## config.mk

```make
export PLATFORM = sky130hd
export DESIGN_NAME = multicycle_controller
export DESIGN_NICKNAME = d
export VERILOG_FILES = /design/src/rtl/mc_pkg.sv /design/src/rtl/alu_control.sv /design/src/rtl/multicycle_controller.sv
export SDC_FILE = /design/constraint.sdc
export NUM_CORES = 1
export LEC_CHECK = 0
export CAP_MARGIN = 20
export CORE_ASPECT_RATIO = 1.4
export CORE_MARGIN = 2
export CORE_UTILIZATION = 43
export CTS_BUF_LIST = sky130_fd_sc_hd__clkbuf_4 sky130_fd_sc_hd__clkbuf_8
export DETAILED_ROUTE_END_ITERATION = 7
export PLACE_DENSITY = 0.84
export SYNTH_ARGS = -nofsm -noshare
export SYNTH_HDL_FRONTEND = slang
export SYNTH_SLANG_ARGS = --single-unit
```

## constraint.sdc

```tcl
create_clock -name clk -period 1.6 [get_ports clk]
set_input_delay 0.32 -clock clk [delete_from_list [all_inputs] [get_ports clk]]
set_output_delay 0.32 -clock clk [all_outputs]
set_load 0.005 [all_outputs]
```

## src/rtl/mc_pkg.sv

```systemverilog
// Shared encodings for the multicycle MIPS controller: states, opcodes, ALU/mux selects.
// Opcode 000101 (bne) is recognised only when MC_BNE_EN is defined.
package mc_pkg;

    typedef enum logic [3:0] {
        S_IDLE    = 4'd0,
        S_FETCH   = 4'd1,
        S_DECODE  = 4'd2,
        S_MEMADR  = 4'd3,
        S_MEMRD   = 4'd4,
        S_MEMWB   = 4'd5,
        S_MEMWR   = 4'd6,
        S_EXECUTE = 4'd7,
        S_ALUWB   = 4'd8,
        S_BEQ     = 4'd9,
        S_ADDIEX  = 4'd10,
        S_ADDIWB  = 4'd11,
        S_JUMP    = 4'd12,
        S_BNE     = 4'd13
    } state_t;

    localparam logic [5:0] OP_RTYPE = 6'b000000;
    localparam logic [5:0] OP_LW    = 6'b100011;
    localparam logic [5:0] OP_SW    = 6'b101011;
    localparam logic [5:0] OP_BEQ   = 6'b000100;
    localparam logic [5:0] OP_ADDI  = 6'b001000;
    localparam logic [5:0] OP_J     = 6'b000010;
`ifdef MC_BNE_EN
    localparam logic [5:0] OP_BNE   = 6'b000101;
`endif

    // ALUOP_NONE is used only in IDLE so that alucontrol reads 000 there.
    localparam logic [1:0] ALUOP_ADD   = 2'b00;
    localparam logic [1:0] ALUOP_SUB   = 2'b01;
    localparam logic [1:0] ALUOP_FUNCT = 2'b10;
    localparam logic [1:0] ALUOP_NONE  = 2'b11;

    localparam logic [1:0] ALUB_REG    = 2'b00;
    localparam logic [1:0] ALUB_FOUR   = 2'b01;
    localparam logic [1:0] ALUB_IMM    = 2'b10;
    localparam logic [1:0] ALUB_IMMSH  = 2'b11;

    localparam logic [1:0] PC_ALU      = 2'b00;
    localparam logic [1:0] PC_ALUOUT   = 2'b01;
    localparam logic [1:0] PC_JUMP     = 2'b10;

    // Per-state control word; fetch/jump/branch/decode bits are later
    // combined with mem_ready, zero and op at the outputs.
    typedef struct packed {
        logic       iord;
        logic       memwrite;
        logic       regdst;
        logic       memtoreg;
        logic       regwrite;
        logic       alusrca;
        logic [1:0] alusrcb;
        logic [1:0] pcsrc;
        logic [1:0] aluop;
        logic       fetch;
        logic       jump;
        logic       branch_eq;
        logic       branch_ne;
        logic       decode;
    } ctrl_t;

    function automatic ctrl_t state_ctrl(input state_t s);
        ctrl_t c;
        c       = '0;
        c.aluop = ALUOP_ADD;
        case (s)
            S_IDLE:    c.aluop = ALUOP_NONE;
            S_FETCH: begin
                c.alusrcb = ALUB_FOUR;
                c.pcsrc   = PC_ALU;
                c.fetch   = 1'b1;
            end
            S_DECODE: begin
                c.alusrcb = ALUB_IMMSH;
                c.decode  = 1'b1;
            end
            S_MEMADR, S_ADDIEX: begin
                c.alusrca = 1'b1;
                c.alusrcb = ALUB_IMM;
            end
            S_MEMRD:   c.iord = 1'b1;
            S_MEMWB: begin
                c.memtoreg = 1'b1;
                c.regwrite = 1'b1;
            end
            S_MEMWR: begin
                c.iord     = 1'b1;
                c.memwrite = 1'b1;
            end
            S_EXECUTE: begin
                c.alusrca = 1'b1;
                c.alusrcb = ALUB_REG;
                c.aluop   = ALUOP_FUNCT;
            end
            S_ALUWB: begin
                c.regdst   = 1'b1;
                c.regwrite = 1'b1;
            end
            S_BEQ, S_BNE: begin
                c.alusrca   = 1'b1;
                c.alusrcb   = ALUB_REG;
                c.aluop     = ALUOP_SUB;
                c.pcsrc     = PC_ALUOUT;
                c.branch_eq = (s == S_BEQ);
                c.branch_ne = (s == S_BNE);
            end
            S_ADDIWB:  c.regwrite = 1'b1;
            S_JUMP: begin
                c.pcsrc = PC_JUMP;
                c.jump  = 1'b1;
            end
            default:   c.aluop = ALUOP_NONE;
        endcase
        return c;
    endfunction

endpackage

```

## src/rtl/alu_control.sv

```systemverilog
// ALU operation decoder: aluop selects add/sub directly or defers to the R-type funct field.
module alu_control
    import mc_pkg::*;
(
    input  logic [5:0] funct,
    input  logic [1:0] aluop,
    output logic [2:0] alucontrol
);

    always_comb begin
        case (aluop)
            ALUOP_ADD:   alucontrol = 3'b010;
            ALUOP_SUB:   alucontrol = 3'b110;
            ALUOP_FUNCT: begin
                case (funct)
                    6'b100000: alucontrol = 3'b010;
                    6'b100010: alucontrol = 3'b110;
                    6'b100100: alucontrol = 3'b000;
                    6'b100101: alucontrol = 3'b001;
                    6'b101010: alucontrol = 3'b111;
                    default:   alucontrol = 3'b000;
                endcase
            end
            default:     alucontrol = 3'b000;
        endcase
    end

endmodule

```

## src/rtl/multicycle_controller.sv

```systemverilog
// Multicycle MIPS control FSM with registered per-state controls and mem_ready/zero gating.
// Define MC_BNE_EN to decode opcode 000101 (bne); otherwise it is reported as illegal.
module multicycle_controller
    import mc_pkg::*;
(
    input  logic       clk,
    input  logic       rst,
    input  logic [5:0] op,
    input  logic [5:0] funct,
    input  logic       zero,
    input  logic       mem_ready,
    output logic       iord,
    output logic       memwrite,
    output logic       irwrite,
    output logic       regdst,
    output logic       memtoreg,
    output logic       regwrite,
    output logic       alusrca,
    output logic [1:0] alusrcb,
    output logic [1:0] pcsrc,
    output logic       pcen,
    output logic [2:0] alucontrol,
    output logic       illegal
);

    state_t state;
    state_t next_state;
    ctrl_t  ctl;
    logic   op_known;

    always_comb begin
        case (op)
            OP_RTYPE, OP_LW, OP_SW, OP_BEQ, OP_ADDI, OP_J: op_known = 1'b1;
`ifdef MC_BNE_EN
            OP_BNE:                                        op_known = 1'b1;
`endif
            default:                                       op_known = 1'b0;
        endcase
    end

    // NOTE: next_state gets a default before the case so no path leaves it unassigned (no latch).
    always_comb begin
        next_state = state;
        case (state)
            S_IDLE:   next_state = S_FETCH;
            S_FETCH:  if (mem_ready) next_state = S_DECODE;
            S_DECODE: begin
                case (op)
                    OP_LW, OP_SW: next_state = S_MEMADR;
                    OP_RTYPE:     next_state = S_EXECUTE;
                    OP_BEQ:       next_state = S_BEQ;
                    OP_ADDI:      next_state = S_ADDIEX;
                    OP_J:         next_state = S_JUMP;
`ifdef MC_BNE_EN
                    OP_BNE:       next_state = S_BNE;
`endif
                    default:      next_state = S_FETCH;
                endcase
            end
            S_MEMADR: next_state = (op == OP_LW) ? S_MEMRD : S_MEMWR;
            S_MEMRD:  if (mem_ready) next_state = S_MEMWB;
            S_MEMWR:  if (mem_ready) next_state = S_FETCH;
            S_EXECUTE: next_state = S_ALUWB;
            S_ADDIEX:  next_state = S_ADDIWB;
            S_MEMWB, S_ALUWB, S_ADDIWB, S_BEQ, S_BNE, S_JUMP: next_state = S_FETCH;
            default:   next_state = S_IDLE;
        endcase
    end

    // NOTE: state and control word are sequential, so they use non-blocking assignments.
    always_ff @(posedge clk) begin
        if (rst) begin
            state <= S_IDLE;
            ctl   <= state_ctrl(S_IDLE);
        end else begin
            state <= next_state;
            ctl   <= state_ctrl(next_state);
        end
    end

    alu_control u_alu_control (
        .funct      (funct),
        .aluop      (ctl.aluop),
        .alucontrol (alucontrol)
    );

    assign iord     = ctl.iord;
    assign memwrite = ctl.memwrite;
    assign regdst   = ctl.regdst;
    assign memtoreg = ctl.memtoreg;
    assign regwrite = ctl.regwrite;
    assign alusrca  = ctl.alusrca;
    assign alusrcb  = ctl.alusrcb;
    assign pcsrc    = ctl.pcsrc;

    // Fetch strobes fire only in the cycle the memory completes the read.
    assign irwrite = ctl.fetch & mem_ready;
    assign pcen    = (ctl.fetch & mem_ready) | ctl.jump
                   | (ctl.branch_eq & zero) | (ctl.branch_ne & ~zero);
    assign illegal = ctl.decode & ~op_known;

endmodule

```

==> Word-level counts from Yosys, hierarchy flattened <==
Index checks and enable logic that the tools add are counted.
{ "word_totals": {"register_bits": 21, "input_bits": 16, "elab_cells": 96} }
{ "classes": {"n_eq_ne": 37, "n_mux": 21, "n_bitwise": 10, "n_reduce_logical": 13} }
{ "op_table": {"columns": ["cell", "count"], "rows": [
  ["equality test 4 bit (second input constant)", 12],
  ["equality test 6 bit (second input constant)", 6],
  ["equality test 4 x 3 -> 1 bit (second input constant)", 8],
  ["one-hot mux 4 bit (8 select lines)", 1],
  ["one-hot mux 4 bit (5 select lines)", 1],
  ["equality test 4 x 2 -> 1 bit (second input constant)", 4],
  ["two-way mux 4 bit", 3],
  ["one-hot mux 2 bit (3 select lines)", 2],
  ["one-hot mux 3 bit (4 select lines)", 1],
  ["two-way mux 1 bit", 10],
  ["OR reduction 10 bit", 1],
  ["OR reduction 2 bit", 5],
  ["one-hot mux 3 bit (3 select lines)", 1],
  ["equality test 4 x 1 -> 1 bit (second input constant)", 2],
  ["OR reduction 7 bit", 1],
  ["equality test 6 x 2 -> 1 bit (second input constant)", 1],
  ["equality test 6 x 3 -> 1 bit (second input constant)", 1],
  ["equality test 6 x 4 -> 1 bit (second input constant)", 1],
  ["zero test 6 bit", 1],
  ["OR reduction 6 bit", 1],
  ["OR reduction 5 bit", 1],
  ["bitwise AND 1 bit", 4],
  ["zero test 4 bit", 1],
  ["one-hot mux 2 bit (2 select lines)", 1],
  ["other kinds (7)", 11]
]} }

==> Longest topological paths before layout <==
{ "depth": {"depth_word": 8, "depth_mapped": 7, "depth_no_buf": 6} }

==> Cells and area by module <==
Synthesis repeated with hierarchy kept, for this count alone.
{ "unflattened": {"hier_cells": 117, "area_unflattened_um2": 1046.0} }
{ "by_module_without_submodules": {"columns": ["module", "n_inst", "cells_per_inst", "area_per_inst_um2", "seq_area_each_um2"], "rows": [
  ["multicycle_controller", 1, 107, 959.7, 420.4],
  ["alu_control", 1, 10, 86.3, 0.0]
]} }

==> Worst setup path before layout <==
No wires, ideal clock.
{ "synth_path": {"path_kind": "reg-to-reg", "from": "reg state[2]", "to": "reg ctl[6] in the netlist's numbering", "setup_time_ns": 0.122, "arrival_ns": 1.632, "t_required_ns": 1.478, "slack_ns": -0.154, "path_stages_with_launch": 8, "path_buffers": 1, "synth_period_minus_slack_ns": 1.754, "path_cell_list": "dfxtp_1 buf_6 nor4_4 nand2_1 nor2_1 a211oi_1 or2_1 a311o_1"} }
{ "synth_between": {"elab_chain_len": 6, "elab_cells_between_ends": 35, "cone_classes": "26 x eq/ne; 5 x mux; 4 x reduce/logical"} }
{ "synth_rtl": {"columns": ["element", "line", "source"], "rows": [
  ["start: declaration", "multicycle_controller.sv:26", "state_t state;"],
  ["start signal: assignment", "multicycle_controller.sv:76", "state <= next_state;"],
  ["equality test 4 x 3 -> 1 bit, or another cell as far along", "multicycle_controller.sv:44", "case (state)"],
  ["OR reduction 7 bit (no source line)", null, null],
  ["one-hot mux 4 bit (8 select lines) *", "multicycle_controller.sv:44", null],
  ["equality test 4 x 2 -> 1 bit, or another cell as far along", "mc_pkg.sv:70", "case (s)"],
  ["OR reduction 10 bit (no source line) or OR reduction 2 bit (tied branches)", null, null],
  ["one-hot mux 2 bit (3 select lines) *", "mc_pkg.sv:70", null],
  ["end signal: assignment", "multicycle_controller.sv:74", "ctl <= state_ctrl(S_IDLE);"],
  ["end signal: assignment", "multicycle_controller.sv:77", "ctl <= state_ctrl(next_state);"],
  ["end: declaration", "multicycle_controller.sv:28", "ctrl_t ctl;"]
]} }
Every way passes the cells marked *; elsewhere a longest branch is shown, timed or not.
A chain may end at the register's enable or synchronous reset.

==> Final worst setup path <==
{ "layout_path": {"from": "in op[2]", "to": "reg ctl[6] in the netlist's numbering"} }
{ "layout_between": {"elab_chain_len": 7, "elab_cells_between_ends": 26, "cone_classes": "18 x eq/ne; 4 x mux; 4 x reduce/logical"} }
{ "layout_rtl": {"columns": ["element", "line", "source"], "rows": [
  ["start: declaration", "multicycle_controller.sv:8", "input logic [5:0] op,"],
  ["equality test 6 bit, on equally long branches", "multicycle_controller.sv:48, multicycle_controller.sv:60", null],
  ["OR reduction 2 bit", "multicycle_controller.sv:48", "case (op)"],
  ["one-hot mux 4 bit (5 select lines)", "multicycle_controller.sv:48", null],
  ["one-hot mux 4 bit (8 select lines) *", "multicycle_controller.sv:44", null],
  ["equality test 4 x 2 -> 1 bit, or another cell as far along", "mc_pkg.sv:70", null],
  ["OR reduction 10 bit (no source line) or OR reduction 2 bit (tied branches)", null, null],
  ["one-hot mux 2 bit (3 select lines) *", "mc_pkg.sv:70", null]
]} }
Marked as above.

==> implementation parameters <==
Parameter                              Value

Outcome
  Outcome    finished with violations
  Violated checks    negative setup slack

Timing
  Final Slew Violations    0
  Part of the cycle the worst path needs    106%
  Clock period minus worst slack    1690 ps
  Worst Max-Slew Pin Slew    497 ps
  Worst relative slew slack    66.4%
  Final setup margin    -91.4 ps
  RSZ-0062 raised after global routing    yes
  Maximum clock skew at final layout    8.84 ps
  Endpoints failing setup    12
  Setup TNS after final layout    -467 ps
  Achievable clock frequency    0.591 GHz
  Final worst hold slack    684 ps
  Hold Fails Final Rpt    0

Worst setup path
  Crit Path Class    input port to flop
  Critical Path Source Type    input port
  Nature of the critical path endpoint    flop
  Max Fanout on Critical Path    4
  Largest stage delay on the critical path    570 ps
  Worst path arrival time    1900 ps
  Required time of the critical path    1810 ps
  Length in cells of the worst reg-to-reg path    7
  Slowest library cell on the worst path    or4b_4
  List of cells traversed by the critical path    buf_8 > nand4b_1 > or4b_4 > a41oi_4 > inv_1 > a311o_1

Clock network
  Number of hold-repair buffers added at the cts stage    0
  Clock latency on the worst-skew pair    310 ps
  CTS tree    built
  TritonCTS Buffers    3
  Root cell of the clock tree    clkbuf_4
  Post-CTS clock slew at the launch and capture registers of the worst setup and hold paths    130 ps
  CTS H-tree depth    1
  Total number of clock tree sinks    21
  Longest Clk Path Bufs    2

Routing
  Count of TritonRoute iterations in the first routing pass    4
  Ratio of routed vias to standard cells    5.39
  Detailed-route via count    1229
  Aggregate routed wire length    3.65 mm
  Detailed Route Iter0 Violations    37
  # DRC    0
  Antenna-violating nets left    0
  Wire per inst    16.0 um

Synthesis
  Area share of the largest cell type after synthesis    38.9%
  Number of enable-type register cells in the synthesized netlist    0
  Average size of a mapped cell    8.78 um2
  Post-synth net total    139
  Commonest cells in the netlist    dfxtp_1, nor2_1, nand2_1
  Mapped cell area    1080 um2
  Top post-synthesis cells by area    dfxtp_1, nor2_1, a211oi_1
  Post-synth cell types    44
  Number of warning messages in the yosys log    0
  Sequential share of the synthesized area    38.9%
  Ys async rst share    0%
  Leading area contributor after synthesis    dfxtp_1
  Synthesized netlist cell count    123
  Leading cell type by number of instances after synthesis    dfxtp_1
  Dominant register cell in the synthesized netlist    dfxtp_1
  Number of synthesized register bits    21

Power
  Power density over cell area    614 nW/um2
  LEAKAGE    0.855 nW
  Max IR drop VDD    672 uV
  Design Power    1.16 mW

Die
  Die extent in x    46.4 um
  Core ar.    2390 um2
  Total I/O pin count    32
  Die footprint    2930 um2
  Starting Density    45.2%
  Num rows    21
  Die outline height    63.3 um

Global routing
  Number of global-route vias before repair    1236
  Global router's overall resource usage    24.5%
  GRT overflow    0
  Initial antenna violation count    0
  Wire length of the first global-routing pass    5.42 mm
  Largest net degree at the start of global routing    13

Placed design
  Number of input and output port buffers inserted    31
  Detailed-placement wirelength estimate    2.18 mm
  Global placer's final weighted congestion    0.875

Cells and area
  Proportion of layout cells with a drive suffix above 1    49.5%
  Count of antenna diodes in the layout    0
  Area delta synth->final    74.7%
  Layout filler cell count    144
  Layout Nets    211

Hold path
  Hold-critical path depth    6
  Class of the tightest hold or removal check    input port to flop

Job
  Total of max-cap violations    0
## path summary, 6_finish.rpt
| path | from | end | slack [ps] |
|---|---|---|---|
| worst max-delay path | op[2] | ctl[6] | -90 |
| worst min-delay path | op[3] | memtoreg | 680 |
| worst max register to register | state[3] | ctl[5] | -50 |
| worst min register to register | state[1] | regdst | 710 |
## flip-flops by register name, indices dropped and copies added, names as in the netlist
register / cells
pcsrc: 2
alusrcb: 2
state: 4
memwrite: 1
iord: 1
memtoreg: 1
ctl: 7
regdst: 1
alusrca: 1
regwrite: 1
## critical path: cells and delay by family
kind                   cells  cell delay [ps]
AND/OR/NAND/NOR            2              770
buffers and inverters      2              180
AO/OA/AOI/OAI              2              630
## layout by cell type (no fill, tap or decap), types with 2 or more instances in the layout
| cell type | count |
|---|---|
| nand3b_1 | 2 |
| nor3_1 | 4 |
| o21ai_0 | 3 |
| dfxtp_4 | 3 |
| nor2_4 | 2 |
| buf_2 | 9 |
| nor2_2 | 2 |
| nand2_1 | 6 |
| buf_4 | 38 |
| dfxtp_1 | 17 |
| nor2b_1 | 2 |
| nor2_1 | 8 |
| nand3_1 | 3 |
| dlymetal6s2s_1 | 2 |
| o21a_1 | 2 |
| a211oi_2 | 3 |
| a21boi_1 | 2 |
| nand2b_1 | 2 |
| o21ai_2 | 2 |
| dlygate4sd2_1 | 6 |
| a21oi_1 | 3 |
| clkdlybuf4s15_2 | 2 |
| nand4b_1 | 3 |
| nor2b_2 | 2 |
| xor2_1 | 2 |
| buf_6 | 7 |
| inv_1 | 5 |
| clkbuf_4 | 3 |
| clkdlybuf4s50_1 | 11 |
## where the power goes
part           leakage (nW)  switching (mW)  internal (mW)  total [mW]
Combinational         0.663           0.154          0.192       0.346
Clock                0.0177           0.167         0.0932       0.260
Sequential            0.174          0.0127          0.540       0.552
Total                 0.855           0.334          0.825        1.16
## repair_timing
action,CTS,global route
setup buffers,14,3
setup endpoints to repair,24,22
hold endpoints to repair,0,0
pin swaps,24,12
gates resized for setup,79,21
## routing by layer
metal | vias to the layer above | GRT usage [%] | routed length (um)
met5 | - | 0 | 0
met4 | 0 | 7.14 | 95
met3 | 12 | 4.58 | 197
met2 | 56 | 43.9 | 1990
met1 | 588 | 27.7 | 1370
li1 | 573 | - | -
## final cells by class
| cell class | count | area [um2] | area share [%] |
|---|---|---|---|
| Tap cell | 34 | 42.5 | 2.25 |
| Multi-Input combinational cell | 87 | 727 | 38.5 |
| Clock buffer | 3 | 22.5 | 1.19 |
| Timing Repair Buffer | 76 | 634 | 33.6 |
| Inverter | 6 | 22.5 | 1.19 |
| Clock inverter | 1 | 5.00 | 0.265 |
| Sequential cell | 21 | 433 | 22.9 |
## cell families (layout without fill, tap and decap cells)
family	after synthesis	count (layout)	share of synthesized area [%]
buffers and inverters	15	86	7.53
multiplexers	1	1	1.04
adder cells (fa/ha/maj)	1	1	0.927
AND/OR/NAND/NOR	56	56	30.9
AO/OA/AOI/OAI	26	26	18.7
other	1	1	0.347
flip-flops	21	21	38.9
XOR/XNOR	2	2	1.62
## stage by stage
stage	area, um2	setup WS, ps	std cells	util [%]
after floorplan	1100	-72.3	123	-
after global placement	1610	-650	208	67.3
after detailed placement	1610	-720	208	67.3
after CTS	1790	-52.1	225	75.0
after global routing	1890	-155	228	78.9
final	1890	-91.4	228	78.9
Power figures use the tool's default switching activity.
